File: src/rtl/regfile_pkg.sv
// Shared constants for the register-file writeback arbiter.
//   XLEN_DEF / REG_AW_DEF : default data and register index widths
//   GRANT_*               : one-hot encoding used on grant_o and internally
package regfile_pkg;

    localparam int XLEN_DEF   = 32;
    localparam int REG_AW_DEF = 5;

    localparam logic [1:0] GRANT_NONE = 2'b00;
    localparam logic [1:0] GRANT_SRC0 = 2'b01;
    localparam logic [1:0] GRANT_SRC1 = 2'b10;

endpackage

File: src/rtl/rr_arbiter2.sv
// Two-requester arbiter for the writeback port.
// Macro WBARB_RR_EN: when defined, a 1-bit pointer alternates priority after
// each contended grant; when undefined, source 1 always wins and no state exists.
// Ports:
//   clk       : clock (only present with WBARB_RR_EN)
//   rst       : synchronous active-high reset, forces grant low
//   valid_i   : request valids, bit 0 = source 0, bit 1 = source 1
//   flush_i   : suppresses any grant this cycle
//   grant_o   : one-hot grant, combinational, doubles as the readys
module rr_arbiter2
    import regfile_pkg::*;
(
`ifdef WBARB_RR_EN
    input  logic       clk,
`endif
    input  logic       rst,
    input  logic [1:0] valid_i,
    input  logic       flush_i,
    output logic [1:0] grant_o
);

    logic contend;
    assign contend = valid_i[0] & valid_i[1];

`ifdef WBARB_RR_EN
    // ptr_q = 0 gives source 0 priority, 1 gives source 1 priority
    logic ptr_q;
    logic ptr_d;

    always_comb begin
        grant_o = GRANT_NONE;
        ptr_d   = ptr_q;
        if (!rst && !flush_i) begin
            if (contend) begin
                grant_o = ptr_q ? GRANT_SRC1 : GRANT_SRC0;
                // point at the loser so it wins the next contended cycle
                ptr_d   = ~ptr_q;
            end else if (valid_i[0]) begin
                grant_o = GRANT_SRC0;
            end else if (valid_i[1]) begin
                grant_o = GRANT_SRC1;
            end
        end
    end

    always_ff @(posedge clk) begin
        if (rst) begin
            ptr_q <= 1'b0;
        end else begin
            ptr_q <= ptr_d;
        end
    end
`else
    always_comb begin
        grant_o = GRANT_NONE;
        if (!rst && !flush_i) begin
            if (valid_i[1]) begin
                grant_o = GRANT_SRC1;
            end else if (valid_i[0]) begin
                grant_o = GRANT_SRC0;
            end
        end
    end
`endif

endmodule

File: src/rtl/regfile_wb_arbiter.sv
// Writeback arbiter: merges ALU (source 0) and load-unit (source 1) writes
// onto the single register-file write port with one cycle of latency.
// Macro WBARB_RR_EN selects round-robin contention handling (see rr_arbiter2).
// Ports:
//   clk, rst                  : clock, synchronous active-high reset
//   reqN_valid_i/rd_i/data_i  : writeback request of source N
//   reqN_ready_o              : request of source N accepted this cycle
//   flush_i                   : drop anything not yet on the write port
//   wr_port_o/wr_data_o       : register file write index / data
//   ctrl_reg_we_o             : register file write enable
//   grant_o                   : one-hot source accepted on the previous edge
module regfile_wb_arbiter
    import regfile_pkg::*;
#(
    parameter int XLEN   = XLEN_DEF,
    parameter int REG_AW = REG_AW_DEF
) (
    input  logic              clk,
    input  logic              rst,
    input  logic              req0_valid_i,
    input  logic [REG_AW-1:0] req0_rd_i,
    input  logic [XLEN-1:0]   req0_data_i,
    output logic              req0_ready_o,
    input  logic              req1_valid_i,
    input  logic [REG_AW-1:0] req1_rd_i,
    input  logic [XLEN-1:0]   req1_data_i,
    output logic              req1_ready_o,
    input  logic              flush_i,
    output logic [REG_AW-1:0] wr_port_o,
    output logic [XLEN-1:0]   wr_data_o,
    output logic              ctrl_reg_we_o,
    output logic [1:0]        grant_o
);

    logic [1:0]        grant;
    logic [REG_AW-1:0] port_q, port_d;
    logic [XLEN-1:0]   data_q, data_d;
    logic              we_q,   we_d;
    logic [1:0]        gnt_q,  gnt_d;

    rr_arbiter2 u_arb (
`ifdef WBARB_RR_EN
        .clk     (clk),
`endif
        .rst     (rst),
        .valid_i ({req1_valid_i, req0_valid_i}),
        .flush_i (flush_i),
        .grant_o (grant)
    );

    assign req0_ready_o = grant[0];
    assign req1_ready_o = grant[1];

    always_comb begin
        port_d = port_q;
        data_d = data_q;
        we_d   = 1'b0;
        gnt_d  = grant;
        if (grant == GRANT_SRC0) begin
            port_d = req0_rd_i;
            data_d = req0_data_i;
            we_d   = (req0_rd_i != '0);
        end else if (grant == GRANT_SRC1) begin
            port_d = req1_rd_i;
            data_d = req1_data_i;
            // x0 writes are acknowledged but never reach the register file
            we_d   = (req1_rd_i != '0);
        end
    end

    always_ff @(posedge clk) begin
        if (rst) begin
            port_q <= '0;
            data_q <= '0;
            we_q   <= 1'b0;
            gnt_q  <= GRANT_NONE;
        end else begin
            port_q <= port_d;
            data_q <= data_d;
            we_q   <= we_d;
            gnt_q  <= gnt_d;
        end
    end

    assign wr_port_o     = port_q;
    assign wr_data_o     = data_q;
    assign ctrl_reg_we_o = we_q;
    assign grant_o       = gnt_q;

endmodule
File: config.mk
export PLATFORM = sky130hd
export DESIGN_NAME = regfile_wb_arbiter
export DESIGN_NICKNAME = d
export VERILOG_FILES = /design/src/rtl/regfile_pkg.sv /design/src/rtl/rr_arbiter2.sv /design/src/rtl/regfile_wb_arbiter.sv
export SDC_FILE = /design/constraint.sdc
export NUM_CORES = 1
export LEC_CHECK = 0
export ABC_AREA = 1
export BUFFER_PORTS_ARGS = -buffer_cell sky130_fd_sc_hd__buf_2
export CORE_ASPECT_RATIO = 0.5
export CORE_MARGIN = 5
export CORE_UTILIZATION = 49
export DETAILED_ROUTE_END_ITERATION = 8
export PLACE_DENSITY = 0.85
export SYNTH_ARGS = -nofsm -noshare
export SYNTH_HDL_FRONTEND = slang
export SYNTH_SLANG_ARGS = --single-unit
export TNS_END_PERCENT = 50
File: constraint.sdc
create_clock -name clk -period 3.3 [get_ports clk]
set_input_delay 0.165 -clock clk [delete_from_list [all_inputs] [get_ports clk]]
set_output_delay 0.165 -clock clk [all_outputs]
set_load 0.1 [all_outputs]
==> Word level (Yosys, flattened, before mapping) <==
Index checks and enable logic that the tools add are counted.
{ "totals": {"out_inout_bits": 42, "input_bits": 79, "word_cells": 21, "ff_bits": 40} }
{ "op_classes": {"reduce_logical": 6, "eq_ne": 2, "mux": 9} }
{ "ops": {"columns": ["op", "count"], "rows": [
  ["$mux W32", 2],
  ["$mux W5", 2],
  ["$reduce_bool A5 Y1", 2],
  ["$mux W2", 2],
  ["$mux W1", 3],
  ["$eq A2 B1 Y1 const B", 1],
  ["$eq A2 B2 Y1 const B", 1],
  ["$logic_not A1 Y1", 2],
  ["$reduce_bool A2 Y1", 1],
  ["$logic_and A1 B1 Y1", 1]
]} }

==> Depth between registers and ports, before layout <==
{ "logic_depth": {"word_depth": 6, "mapped_depth": 11, "mapped_depth_nobuf": 9} }

==> By module <==
A second synthesis with hierarchy kept.
{ "unflattened": {"cells_unflattened": 348, "area_unflattened_um2": 2154.6} }
{ "by_module_without_submodules": {"columns": ["mod", "seq_area_each_um2", "n_inst", "area_per_inst_um2", "cells_each"], "rows": [
  ["regfile_wb_arbiter", 800.8, 1, 2128.3, 341],
  ["rr_arbiter2", 0.0, 1, 26.3, 7]
]} }

==> Worst setup path after synthesis <==
Ideal clock, no wire load.
{ "synth_timing": {"path_kind": "input-to-reg", "start": "input rst", "end": "register data_q[10] (netlist: wr_data_o[10])", "arrival_time_ns": 1.929, "path_stages": 9, "setup_time_ns": 0.117, "n_path_buf": 1, "setup_slack_ns": 1.254, "cell_sequence": "nor2_1 > nand2_1 > inv_1 > ha_1 > inv_2 > clkbuf_8 > nand3_2 > o211ai_2 > inv_1"} }
{ "synth_between": {"elab_chain_len": 5, "elab_cells_between_ends": 7, "classes_between": "eq/ne (2); mux (2); reduce/logical (3)"} }
{ "synth_rtl": {"columns": ["item", "line", "source"], "rows": [
  ["start, declared", "regfile_wb_arbiter.sv:19", "input logic rst,"],
  ["$logic_not A1 Y1 (*)", "rr_arbiter2.sv:56", "if (!rst && !flush_i) begin"],
  ["$logic_and A1 B1 Y1 (*)", "rr_arbiter2.sv:56", null],
  ["$mux W2 (*)", "rr_arbiter2.sv:56", null],
  ["net req1_ready_o", "regfile_wb_arbiter.sv:27", "output logic req1_ready_o,"],
  ["$eq A2 B1 Y1 / $eq A2 B2 Y1 (equally long branches)", "regfile_wb_arbiter.sv:59, regfile_wb_arbiter.sv:63", null],
  ["$mux W32 / $reduce_bool A2 Y1 (equally long branches)", null, null],
  ["end signal, assigned", "regfile_wb_arbiter.sv:79", "data_q <= data_d;"],
  ["end, declared", "regfile_wb_arbiter.sv:37", "logic [XLEN-1:0] data_q, data_d;"]
]} }
Mark *: on every way through the listed nets, which the timed path passes. The rest lies on a longest branch.
A chain may end at the register's enable or synchronous reset.

==> Final worst setup path <==
{ "layout_timing": {"start": "input rst", "end": "register data_q[25] (netlist: wr_data_o[25])"} }
{ "layout_between": {"elab_chain_len": 5, "elab_cells_between_ends": 7, "classes_between": "eq/ne (2); mux (2); reduce/logical (3)"} }
{ "layout_rtl": {"columns": ["item", "line"], "rows": [
  ["$logic_not A1 Y1", "rr_arbiter2.sv:56"],
  ["$logic_and A1 B1 Y1", "rr_arbiter2.sv:56"],
  ["$mux W2", "rr_arbiter2.sv:56"],
  ["$eq A2 B1 Y1 / $eq A2 B2 Y1 (equally long branches)", "regfile_wb_arbiter.sv:59, regfile_wb_arbiter.sv:63"],
  ["$mux W32 / $reduce_bool A2 Y1 (equally long branches)", null]
]} }
Parallel ways exist; a longest one is shown, timed or not.

==> flow_summary_export.csv <==
group,metric,value,unit
status,status,"completed",
clock_tree,cts-root-buf,"clkbuf_8",
floorplanning,die_x,109,um
pwr,ir_drop,0.000259,V
setup_path,crit_fanout,37,
drt,drt_iter0_drc,59,
sta,max_freq,512,MHz
global_routing,gr-usage-met2,34.2,%
worst_hold_path,min_path_type,"in2reg",
finish,diodes,0,
setup_path,worstSetupEndpointType,"register",
clock_tree,htreeDepth,2,
pwr,powerDensity,472,mW/mm2
place,io_buffers,120,
global_routing,grtUsageMet3,5.01,%
setup_path,path_cells,"buf_2 > nor2_1 > nand3_1 > ha_1 > clkinv_2 > buf_12 > o211ai_1 > inv_2",
pwr,cell_internal_pwr,0.854,mW
synthesis,synth_warnings,0,
finish,area_growth,25.6,%
drt,drc,0,
clock_tree,post_cts_buffers,0,
sta,tns,0,ns
synthesis,ys_seq_elements,40,
drt,via_count,2117,
synthesis,syn_area_per_cell,8.82,um2
sta,period_minus_slack,1.95,ns
synthesis,syn_area,0.00239,mm2
synthesis,synth_top_family_by_area,"simple AND/OR/NAND/NOR gates",
clock_tree,ctsHoldBuffers,0,
floorplanning,die_y,59.4,um
finish,layout-drive-gt1-share,63.8,%
floorplanning,start_util,52.5,%
sta,worst_slack,1.35,ns
sta,tightest_slew,0.835,ns
global_routing,grt_use_total,18.0,%
sta,rsz0062_at_grt,"no",
synthesis,synth_top_area_cell,"dfxtp_1",
finish,final_cell_mix,"buf_2 (120), nand2_1 (45), dfxtp_1 (40)",
finish,nets,465,
pwr,p_leak,1.59,nW
clock_tree,clk_path_buf_depth,2,
synthesis,yosysSeqAreaShare,33.5,%
synthesis,synthMuxAreaShare,0,%
setup_path,reg2regPathDepth,4,
pwr,p_seq_share,38.1,%
clock_tree,numCtsBuffers,5,
global_routing,grt_pass1_wl,9340,um
sta,drv_slew,0,
setup_path,worstSetupPathType,"in2reg",
global_routing,use_met1,20.4,%
sta,slew_headroom,44.2,%
pwr,switching_share,39.7,%
drt,viasPerCell,4.70,
synthesis,synth_cell_types,18,
floorplanning,boundaryPins,121,
global_routing,grt_pass1_vias,2120,
clock_tree,clock_sinks,40,
global_routing,grt_max_degree,38,
sta,skew,0,ns
setup_path,crit_required,3.49,ns
clock_tree,cts.clk_slew.worst_paths,0.09,ns
synthesis,syn-instance-count,271,
drt,first_pass_iters,4,
global_routing,grt_overflow_total,0,
synthesis,synth-adder-area-share,1.57,%
pwr,pwr-share-comb,34.4,%
place,gp_congestion,0.771,
drt,ant_nets,0,
floorplanning,dieArea,0.00646,mm2
synthesis,synth-compound-area-share,18.0,%
place,dpl.hpwl,4580,um
clock_tree,cts_resized,0,
sta,setup_viol,0,
job,maxCapViolations,0,
clock_tree,clk_latency,0.29,ns
setup_path,critPathMaxStageDelay,0.51,ns
clock_tree,cts_tree,"yes",
global_routing,grt_busiest_layer,"met2",
sta,fin_crit_sh,59.2,%
drt,wire_per_inst,12.7,um
worst_hold_path,holdPathStages,3,
place,pre_cts_ws,1.03,ns
setup_path,start_kind,"input pin",
floorplanning,core,0.00455,mm2
pwr,power_switching,0.562,mW
global_routing,antenna_found_initial,0,
synthesis,syn-num-nets,353,
synthesis,yosys.area.top_type_share,33.5,%
drt,wl,5710,um
pwr,clockPowerShare,27.5,%
sta,whs,0.162,ns
sta,final-hold-violation-count,0,
synthesis,synth_xor_area_share,0,%
setup_path,worstPathArrival,2.14,ns
synthesis,synth-simple-area-share,30.5,%
finish,nFillCells,406,
finish,layout_commonest_cell,"buf_2",
synthesis,synth_area_leaders,"dfxtp_1 (34%), o211ai_2 (15%), nand3_2 (12%)",
floorplanning,rows,17,
setup_path,critPathSlowestCell,"clkinv_2",
-- worst max-delay path, delay by kind of cell --
family                   cells  cell delay (ns)
AO/OA/AOI/OAI                1             0.24
adder cells (fa/ha/maj)      1             0.35
buffers and inverters        4             1.11
AND/OR/NAND/NOR              2             0.27
-- state kept, by name, indices dropped and copies added (netlist names) --
name	cells
wr_data_o	32
ctrl_reg_we_o	1
grant_o	2
wr_port_o	5
-- kinds of logic (layout without fill, tap and decap cells) --
kind of cell               Yosys count  count (layout)
AOI/OAI and AO/OA                   40              40
DFF                                 40              40
buffers and inverters               64             177
adders and majority gates            3               3
and+or+nand+nor                    124             124
-- Yosys cell counts, drive strengths merged --
master and n:
a21oi 1, buf 15, clkbuf 2, dfxtp 40, ha 3, inv 47, nand2 74, nand3 37
nor2 13, o211ai 34, o21ai 5
-- worst paths after layout --
kind                                     from  slack [ns]       endpoint
worst max-delay path                      rst        1.35  wr_data_o[25]
worst min-delay path             req1_valid_i        0.16     grant_o[1]
worst max register to register   wr_port_o[4]        2.59   wr_port_o[4]
worst min register to register  wr_data_o[17]        0.49  wr_data_o[17]
-- power by group through the flow --
| stage | combinational, mW | clock (mW) | sequential (mW) |
|---|---|---|---|
| finish | 0.487 | 0.389 | 0.540 |
| global route | 0.515 | 0.424 | 0.545 |
| CTS | 0.491 | 0.397 | 0.541 |
| detailed placement | 0.490 | 0 | 0.552 |
| global placement | 0.483 | 0 | 0.549 |
| floorplan | 0.150 | 0 | 0.799 |
-- metal layers --
metal  vias to the layer above  share of wire (%)
li1                       1092                  -
met1                       969                 41
met2                        50                 53
met3                         6                5.1
met4                         0               0.65
met5                         -                  0
-- layout make-up --
| type | instances | area, um2 | share of cell area [%] |
|---|---|---|---|
| multi-input cells | 167 | 1200 | 39.9 |
| flip-flops and latches | 40 | 801 | 26.7 |
| repair buffers | 122 | 628 | 20.9 |
| inverters | 47 | 185 | 6.17 |
| well taps | 66 | 82.6 | 2.75 |
| clock buffers | 6 | 72.6 | 2.42 |
| clock inverters | 2 | 35.0 | 1.17 |
-- through the flow --
| step | utilization, % | cell area [um2] | total power [mW] | cells |
|---|---|---|---|---|
| 4_1_cts | 65.9 | 3000 | 1.43 | 450 |
| 3_3_place_gp | 63.6 | 2890 | 1.03 | 442 |
| 3_5_place_dp | 63.6 | 2890 | 1.04 | 442 |
| 2_1_floorplan | - | 2390 | 0.949 | 271 |
| 5_1_grt | 65.9 | 3000 | 1.48 | 450 |
| 6_report | 65.9 | 3000 | 1.42 | 450 |
Note: power is estimated with default switching activity, not from simulation.
